## src/rtl/rep_udec_pkg.sv

```systemverilog
// Shared types and width helpers for the unary-to-binary decoder.
// Latency: n/a (declarations only).
// Backpressure: n/a.
package rep_udec_pkg;

    // Default geometry: 8-bit result from a 256-sample window.
    localparam int DEF_BITWIDTH = 8;
    localparam int DEF_WINLOG   = 8;

    typedef enum logic {
        IDLE = 1'b0,
        RUN  = 1'b1
    } state_t;

    // Ones counter must hold 0..2^WINLOG inclusive, hence one extra bit.
    function automatic int cntWidth(input int winLog);
        return winLog + 1;
    endfunction

    // Left shift that maps a window count onto the full binary range.
    function automatic int shiftAmt(input int bitWidth, input int winLog);
        return bitWidth - winLog;
    endfunction

    // Largest representable result; bitWidth is expected to stay below 32.
    function automatic int satMax(input int bitWidth);
        return (1 << bitWidth) - 1;
    endfunction

endpackage

```

## src/rtl/rep_udec_wincnt.sv

```systemverilog
// Enabled sample counter for one decode window, with synchronous clear.
// Latency: count updates at the edge after iEn; oTc is combinational.
// Backpressure: none; iEn low simply holds the count.
//
// Ports:
//   iClk, iRst : clock, asynchronous active-high reset
//   iClr       : synchronous clear to zero (wins over iEn)
//   iEn        : count one sample this cycle
//   oTc        : this enabled sample is the last one of the window
module rep_udec_wincnt #(
    parameter int WIDTH = 8
) (
    input  logic iClk,
    input  logic iRst,
    input  logic iClr,
    input  logic iEn,
    output logic oTc
);

    logic [WIDTH-1:0] cnt;

    // Natural wrap at the terminal count re-arms the counter for the next
    // window, so no explicit clear is needed on completion.
    always_ff @(posedge iClk or posedge iRst) begin
        if (iRst) begin
            cnt <= '0;
        end else if (iClr) begin
            cnt <= '0;
        end else if (iEn) begin
            cnt <= cnt + 1'b1;
        end
    end

    assign oTc = iEn && (cnt == {WIDTH{1'b1}});

endmodule

```

## src/rtl/rep_udec.sv

```systemverilog
// Unary-to-binary decoder: counts ones over 2^WINLOG enabled samples, scales to BITWIDTH bits.
// Latency: oBin/oValid registered at the final-sample edge (visible the following cycle).
// Backpressure: none; oValid is a single-cycle pulse the consumer must capture.
//
// Ports:
//   iClk, iRst : clock, asynchronous active-high reset
//   iStart     : begin a window (honoured in IDLE only)
//   iEn        : sample enable; iBit is counted only in RUN with iEn high
//   iClr       : synchronous abort, priority over iStart and completion
//   iBit       : unary bitstream
//   oBin       : last completed result, held until the next completion
//   oValid     : one-cycle pulse marking a new oBin
//   oBusy      : high while a window is in progress
//
// Build option: REP_UDEC_CONTINUOUS_EN keeps the block in RUN after each
// window so back-to-back windows decode without a restart or gap cycle.
module rep_udec
    import rep_udec_pkg::*;
#(
    parameter int BITWIDTH = DEF_BITWIDTH,
    parameter int WINLOG   = DEF_WINLOG
) (
    input  logic                iClk,
    input  logic                iRst,
    input  logic                iStart,
    input  logic                iEn,
    input  logic                iClr,
    input  logic                iBit,
    output logic [BITWIDTH-1:0] oBin,
    output logic                oValid,
    output logic                oBusy
);

    localparam int                CW      = cntWidth(WINLOG);
    localparam int                SHIFT   = shiftAmt(BITWIDTH, WINLOG);
    localparam logic [BITWIDTH-1:0] SAT_MAX = BITWIDTH'(satMax(BITWIDTH));

    state_t         state;
    state_t         stateNxt;
    logic           cntClr;
    logic           cntEn;
    logic           winTc;
    logic           winDone;
    logic [CW-1:0]  onesCnt;
    logic [CW-1:0]  total;
    logic [BITWIDTH:0]   scaled;
    logic [BITWIDTH-1:0] binNxt;

    rep_udec_wincnt #(
        .WIDTH (WINLOG)
    ) uWinCnt (
        .iClk (iClk),
        .iRst (iRst),
        .iClr (cntClr),
        .iEn  (cntEn),
        .oTc  (winTc)
    );

    always_ff @(posedge iClk or posedge iRst) begin
        if (iRst) begin
            state <= IDLE;
        end else begin
            state <= stateNxt;
        end
    end

    always_comb begin
        stateNxt = state;
        cntClr   = 1'b0;
        cntEn    = 1'b0;
        winDone  = 1'b0;
        case (state)
            IDLE: begin
                if (iClr) begin
                    cntClr = 1'b1;
                end else if (iStart) begin
                    stateNxt = RUN;
                    cntClr   = 1'b1;
                end
            end
            RUN: begin
                if (iClr) begin
                    stateNxt = IDLE;
                    cntClr   = 1'b1;
                end else begin
                    cntEn = iEn;
                    if (winTc) begin
                        winDone = 1'b1;
`ifdef REP_UDEC_CONTINUOUS_EN
                        stateNxt = RUN;
`else
                        stateNxt = IDLE;
`endif
                    end
                end
            end
            default: begin
                stateNxt = IDLE;
                cntClr   = 1'b1;
            end
        endcase
    end

    // Ones counter restarts on window entry, abort, and completion; the
    // completion restart is what lets continuous mode start the next window
    // on the very next enabled sample.
    always_ff @(posedge iClk or posedge iRst) begin
        if (iRst) begin
            onesCnt <= '0;
        end else if (cntClr || winDone) begin
            onesCnt <= '0;
        end else if (cntEn) begin
            onesCnt <= onesCnt + CW'(iBit);
        end
    end

    // total is at most 2^WINLOG, so after scaling the only overflow case is
    // exactly 2^BITWIDTH (all-ones window), flagged by the top bit.
    assign total  = onesCnt + CW'(iBit);
    assign scaled = (BITWIDTH + 1)'(total) << SHIFT;
    assign binNxt = scaled[BITWIDTH] ? SAT_MAX : scaled[BITWIDTH-1:0];

    always_ff @(posedge iClk or posedge iRst) begin
        if (iRst) begin
            oBin   <= '0;
            oValid <= 1'b0;
        end else begin
            oValid <= winDone;
            if (winDone) begin
                oBin <= binNxt;
            end
        end
    end

    assign oBusy = (state == RUN);

endmodule

```

## config.mk

```make
export PLATFORM = sky130hd
export DESIGN_NAME = rep_udec
export DESIGN_NICKNAME = d
export VERILOG_FILES = /design/src/rtl/rep_udec_pkg.sv /design/src/rtl/rep_udec_wincnt.sv /design/src/rtl/rep_udec.sv
export SDC_FILE = /design/constraint.sdc
export NUM_CORES = 1
export LEC_CHECK = 0
export ABC_AREA = 1
export BUFFER_PORTS_ARGS = -buffer_cell sky130_fd_sc_hd__buf_2
export CAP_MARGIN = 10
export CORE_MARGIN = 8
export CORE_UTILIZATION = 31
export DETAILED_ROUTE_END_ITERATION = 12
export SETUP_SLACK_MARGIN = 0.02
export SYNTH_ARGS = -nofsm -noshare
export SYNTH_HDL_FRONTEND = slang
export SYNTH_SLANG_ARGS = --single-unit
```

## constraint.sdc

```tcl
create_clock -name iClk -period 4.28 [get_ports iClk]
set_clock_uncertainty 0.05 [all_clocks]
set_input_delay 0.856 -clock iClk [delete_from_list [all_inputs] [get_ports iClk]]
set_output_delay 0.856 -clock iClk [all_outputs]
set_load 0.005 [all_outputs]
```

## Word-level counts from Yosys, hierarchy flattened

Index checks and enable logic that the tools add are counted.

- Flip-flop bits (word level): 27
- Output and inout port bits: 10
- Logic and storage cells: 31

- Add/subtract/negate cells: 2
- Eq/ne operators: 1
- Multiplexer cells: 18
- Bitwise gates (word level): 1
- Reductions and logical operators: 4

Operators by type and width:

| cell | number |
|---|---|
| 8-bit two-way mux | 3 |
| 9-bit two-way mux | 2 |
| 1-bit two-way mux | 11 |
| 9-bit by 1-bit adder with 9-bit output | 1 |
| 8-bit by 1-bit adder with 8-bit output, second input constant | 1 |
| 8-bit equality test, second input constant | 1 |
| 1-bit one-hot mux with 2 select lines | 2 |
| 2-bit nonzero test | 2 |
| 1-bit logical AND | 1 |
| 1-bit logical OR | 1 |
| 1-bit inverter | 1 |

## Depth between registers and ports, before layout

- Word-level depth: 8
- Gate-level depth with buffers: 11
- Mapped depth without buffers: 11

## Cells and area by module

From an unflattened synthesis, not the netlist that was laid out.

- Cells, all modules: 183
- Area total of the unflattened synthesis: 1500.2 um^2

By module, submodules not included:

| module | instances | cells each | area an instance (um^2) | seq. area each (um^2) |
|---|---|---|---|---|
| rep_udec | 1 | 128 | 1049.8 | 475.5 |
| rep_udec_wincnt | 1 | 55 | 450.4 | 200.2 |

## Least setup slack after synthesis

Ideal clock, no wire load.

- Path type: input-to-reg
- Start point: input iBit
- End point: register oBin[7]
- Setup time: 116 ps
- Arrival time: 1836 ps
- Path slack: 2278 ps
- Stages: 11
- Path buffers: 0
- Cells stage by stage: ha_1 -> ha_1 -> nand2_1 -> nor2_1 -> nand2_1 -> nand2_1 -> nand2_1 -> inv_2 -> nand2_1 -> nand2_1 -> nand2_1

- Longest elaborated chain between the ends: 2

RTL lines:

| item | RTL line | source |
|---|---|---|
| start, declared | rep_udec.sv:28 | `input logic iBit,` |
| 9-bit by 1-bit adder with 9-bit output | rep_udec.sv:119 | `assign total = onesCnt + CW'(iBit);` |
| 8-bit two-way mux | rep_udec.sv:121 | `assign binNxt = scaled[BITWIDTH] ? SAT_MAX : scaled[BITWIDTH-1:0];` |
| end signal, assigned | rep_udec.sv:130 | `oBin <= binNxt;` |
| end, declared | rep_udec.sv:29 | `output logic [BITWIDTH-1:0] oBin,` |

Every way passes these cells.
A chain may end at the register's enable or synchronous reset.

## Worst setup path in the final report

- Start point: input iStart
- End point: register uWinCnt.cnt[5]

- Longest elaborated chain between the ends: 4

RTL lines:

| item | RTL line | source |
|---|---|---|
| start, declared | rep_udec.sv:25 | `input logic iStart,` |
| 1-bit two-way mux * | rep_udec.sv:76 | `end else if (iStart) begin` |
| 1-bit two-way mux * | rep_udec.sv:74 | `if (iClr) begin` |
| 1-bit one-hot mux with 2 select lines * | rep_udec.sv:72 | `case (state)` |
| 8-bit two-way mux / 2-bit nonzero test (equally long branches) | n/a |  |
| end signal, assigned | rep_udec_wincnt.sv:30 | `cnt <= cnt + 1'b1;` |
| end, declared | rep_udec_wincnt.sv:20 | `logic [WIDTH-1:0] cnt;` |

Mark *: on every way between the ends. The rest lies on a longest branch, timed or not.

==> flow_summary.yaml <==
cts:
  cts_resized: 0
  cts_tree: "built"
  numClockSinks: 27
  clock_path_buffers: 2
  cts_setup_buffers: 0
  cts_hold_buf: 0
  cts-buffers-inserted: 3
  clk_latency_ps: 270
  htreeDepth: 1
  cts.clk_slew.worst_paths_ps: 90
  cts-root-buf: "clkbuf_8"
global_routing:
  gr-usage-all-layers_pct: 8.19
  grt_pass1_vias: 1055
  antenna_found_initial: 0
  grt_max_degree: 28
  overflow: 0
  grt_first_pass_wirelength_um: 4850
synth:
  yosysSeqAreaShare_pct: 47.7
  synth_warnings: 0
  avgSynthCellArea_um2: 8.19
  synth_top_area_share_pct: 47.7
  ys_ff_latch: 27
  synth_area_um2: 1420
  synth_area_leaders: "dfrtp_1 (48%), nand2_1 (9.3%), nand3_1 (7.1%)"
  yosys.area.top_type: "dfrtp_1"
  synthCells: 173
  syn_nets: 182
  yosys.cell_types.count: 25
sta:
  relSlewSlack_pct: 30.0
  max_freq_mhz: 438
  worst_slew_pin_slew_ps: 1050
  rsz0062_at_grt: "false"
  slew_violations: 0
  setup_viol: 0
  holdWs_ps: 446
  fin_crit_ps: 2280
  hold_viol_final: 0
  min_period_over_period_pct: 53.4
  tns_ps: 0
detailed_routing:
  drt-initial-drc-count: 87
  ant_nets: 0
  vias: 1102
  wl_per_cell_um: 11.6
  vias_per_cell: 4.55
  drc: 0
  wirelength_um: 2800
  dr.pass1.iters: 6
finish:
  final_cells: 242
  final_common_cell: "nand2_1"
  antenna_cells: 0
  final_util_pct: 36.1
  syn_to_final_growth_pct: 11.7
  drive_gt1_share_pct: 16.3
  layout_common_cells: "nand2_1 (35), dfrtp_1 (27), nor2_1 (24)"
  final_nets: 200
die:
  die_x_um: 83.6
  coreArea_um2: 4380
  die_area_um2: 6990
  die_h_um: 83.6
  row_count: 24
  ios: 16
  start_util_pct: 32.3
power_and_ir_drop:
  ir_drop_mv: 0.151
  total_power_w: 0.000431
  pwr_density_cell_nw_per_um2: 273
  p_leak_nw: 0.830
place:
  gp_congestion: 0.827
  port_buffers: 15
  place_inst: 238
  dpl.hpwl_um: 2070
setup_path:
  worstSetupStartpointType: "input pin"
  worstSetupPathType: "input pin to flip-flop"
  required_ps: 4380
  critPathMaxFanout: 12
  max_stage_delay_ps: 690
  arrival_ps: 2380
  setup.worst_path.end_class: "flip-flop"
  r2r_setup_slack_ps: 2190
  cp_cell_sequence: "buf_2 -> a21oi_1 -> nand2_1 -> nand4_1 -> o21ai_0"
  cpMaxStageDelayCell: "a21oi_1"
run:
  cap_violations: 0
outcome:
  status: "completed"
min_path:
  hold_path.class: "flip-flop to flip-flop"
stage by stage:
stage                     setup slack (ps)  area [um^2]
after global routing                  1810         1580
after global placement                1780         1540
after floorplan                       2280         1420
after CTS                             2030         1580
after detailed placement              1710         1540
final                                 2000         1580
cells by family after synthesis:
| family | count (synthesis) | share of synthesized area (%) |
|---|---|---|
| AO/OA/AOI/OAI | 21 | 8.66 |
| AND/OR/NAND/NOR | 93 | 31.3 |
| adder cells (fa/ha/maj) | 3 | 2.65 |
| flip-flops | 27 | 47.7 |
| buffers and inverters | 26 | 7.86 |
| XOR/XNOR | 3 | 1.86 |
where the power goes:
part           switching [W]  leakage, nW  internal, W   total, W
Sequential        0.00000280        0.375     0.000257   0.000260
Combinational      0.0000184        0.431   0.00000640  0.0000248
Clock              0.0000798       0.0228    0.0000667   0.000146
area by class of cell:
type	instances	area [um^2]
Fill cell	456	2800
Sequential cell	27	676
Multi-Input combinational cell	120	629
Inverter	24	91.3
Timing Repair Buffer	15	75.1
Tap cell	52	65.1
Clock buffer	4	45.0
cell usage after synthesis:
| master | number |
|---|---|
| nand2_1 | 35 |
| dfrtp_1 | 27 |
| nor2_1 | 24 |
| nand3_1 | 20 |
| inv_1 | 19 |
| o21ai_0 | 8 |
| a21oi_1 | 5 |
| nand4_1 | 5 |
| o22ai_1 | 5 |
| a21oi_2 | 3 |
| ha_1 | 3 |
| inv_2 | 3 |
| xor2_1 | 3 |
| nand2_2 | 2 |
| and3_1 | 1 |
| buf_2 | 1 |
| buf_8 | 1 |
| clkinv_1 | 1 |
| clkinv_2 | 1 |
| nand2_4 | 1 |
| nand3_4 | 1 |
| nand3b_1 | 1 |
| nor2_4 | 1 |
| nor3_4 | 1 |
| nor3b_1 | 1 |
sequential cells by signal, summed over array words and instances, names as in the netlist:
signal and flops:
onesCnt 9, uWinCnt.cnt 8, oBusy 1, oBin 8
oValid 1
final timing paths:
check	startpoint	endpoint	cells past startpoint
hold reg to reg	oBin[7]$_DFFE_PP0P_	oBin[7]$_DFFE_PP0P_	2
setup reg to reg	oBusy$_DFF_PP0_	uWinCnt.cnt[5]$_DFFE_PP0P_	5
max in group asynchronous	iRst	uWinCnt.cnt[7]$_DFFE_PP0P_	2
setup / recovery	iStart	uWinCnt.cnt[5]$_DFFE_PP0P_	5
min in group asynchronous	iRst	oValid$_DFF_PP0_	2
hold / removal	oBin[7]$_DFFE_PP0P_	oBin[7]$_DFFE_PP0P_	2
routing by layer:
layer	GRT usage, %	routed length (um)	vias up
met5	0	0	-
met4	2.35	22	0
met3	3.22	122	2
met2	12.7	1300	10
met1	10.2	1350	492
li1	-	-	598
critical path, delay by kind of cell:
kind | cells | cell delay, ps
compound gates | 2 | 790
simple gates | 2 | 630
buf+inv | 1 | 100
(Power assumes the default switching activity.)
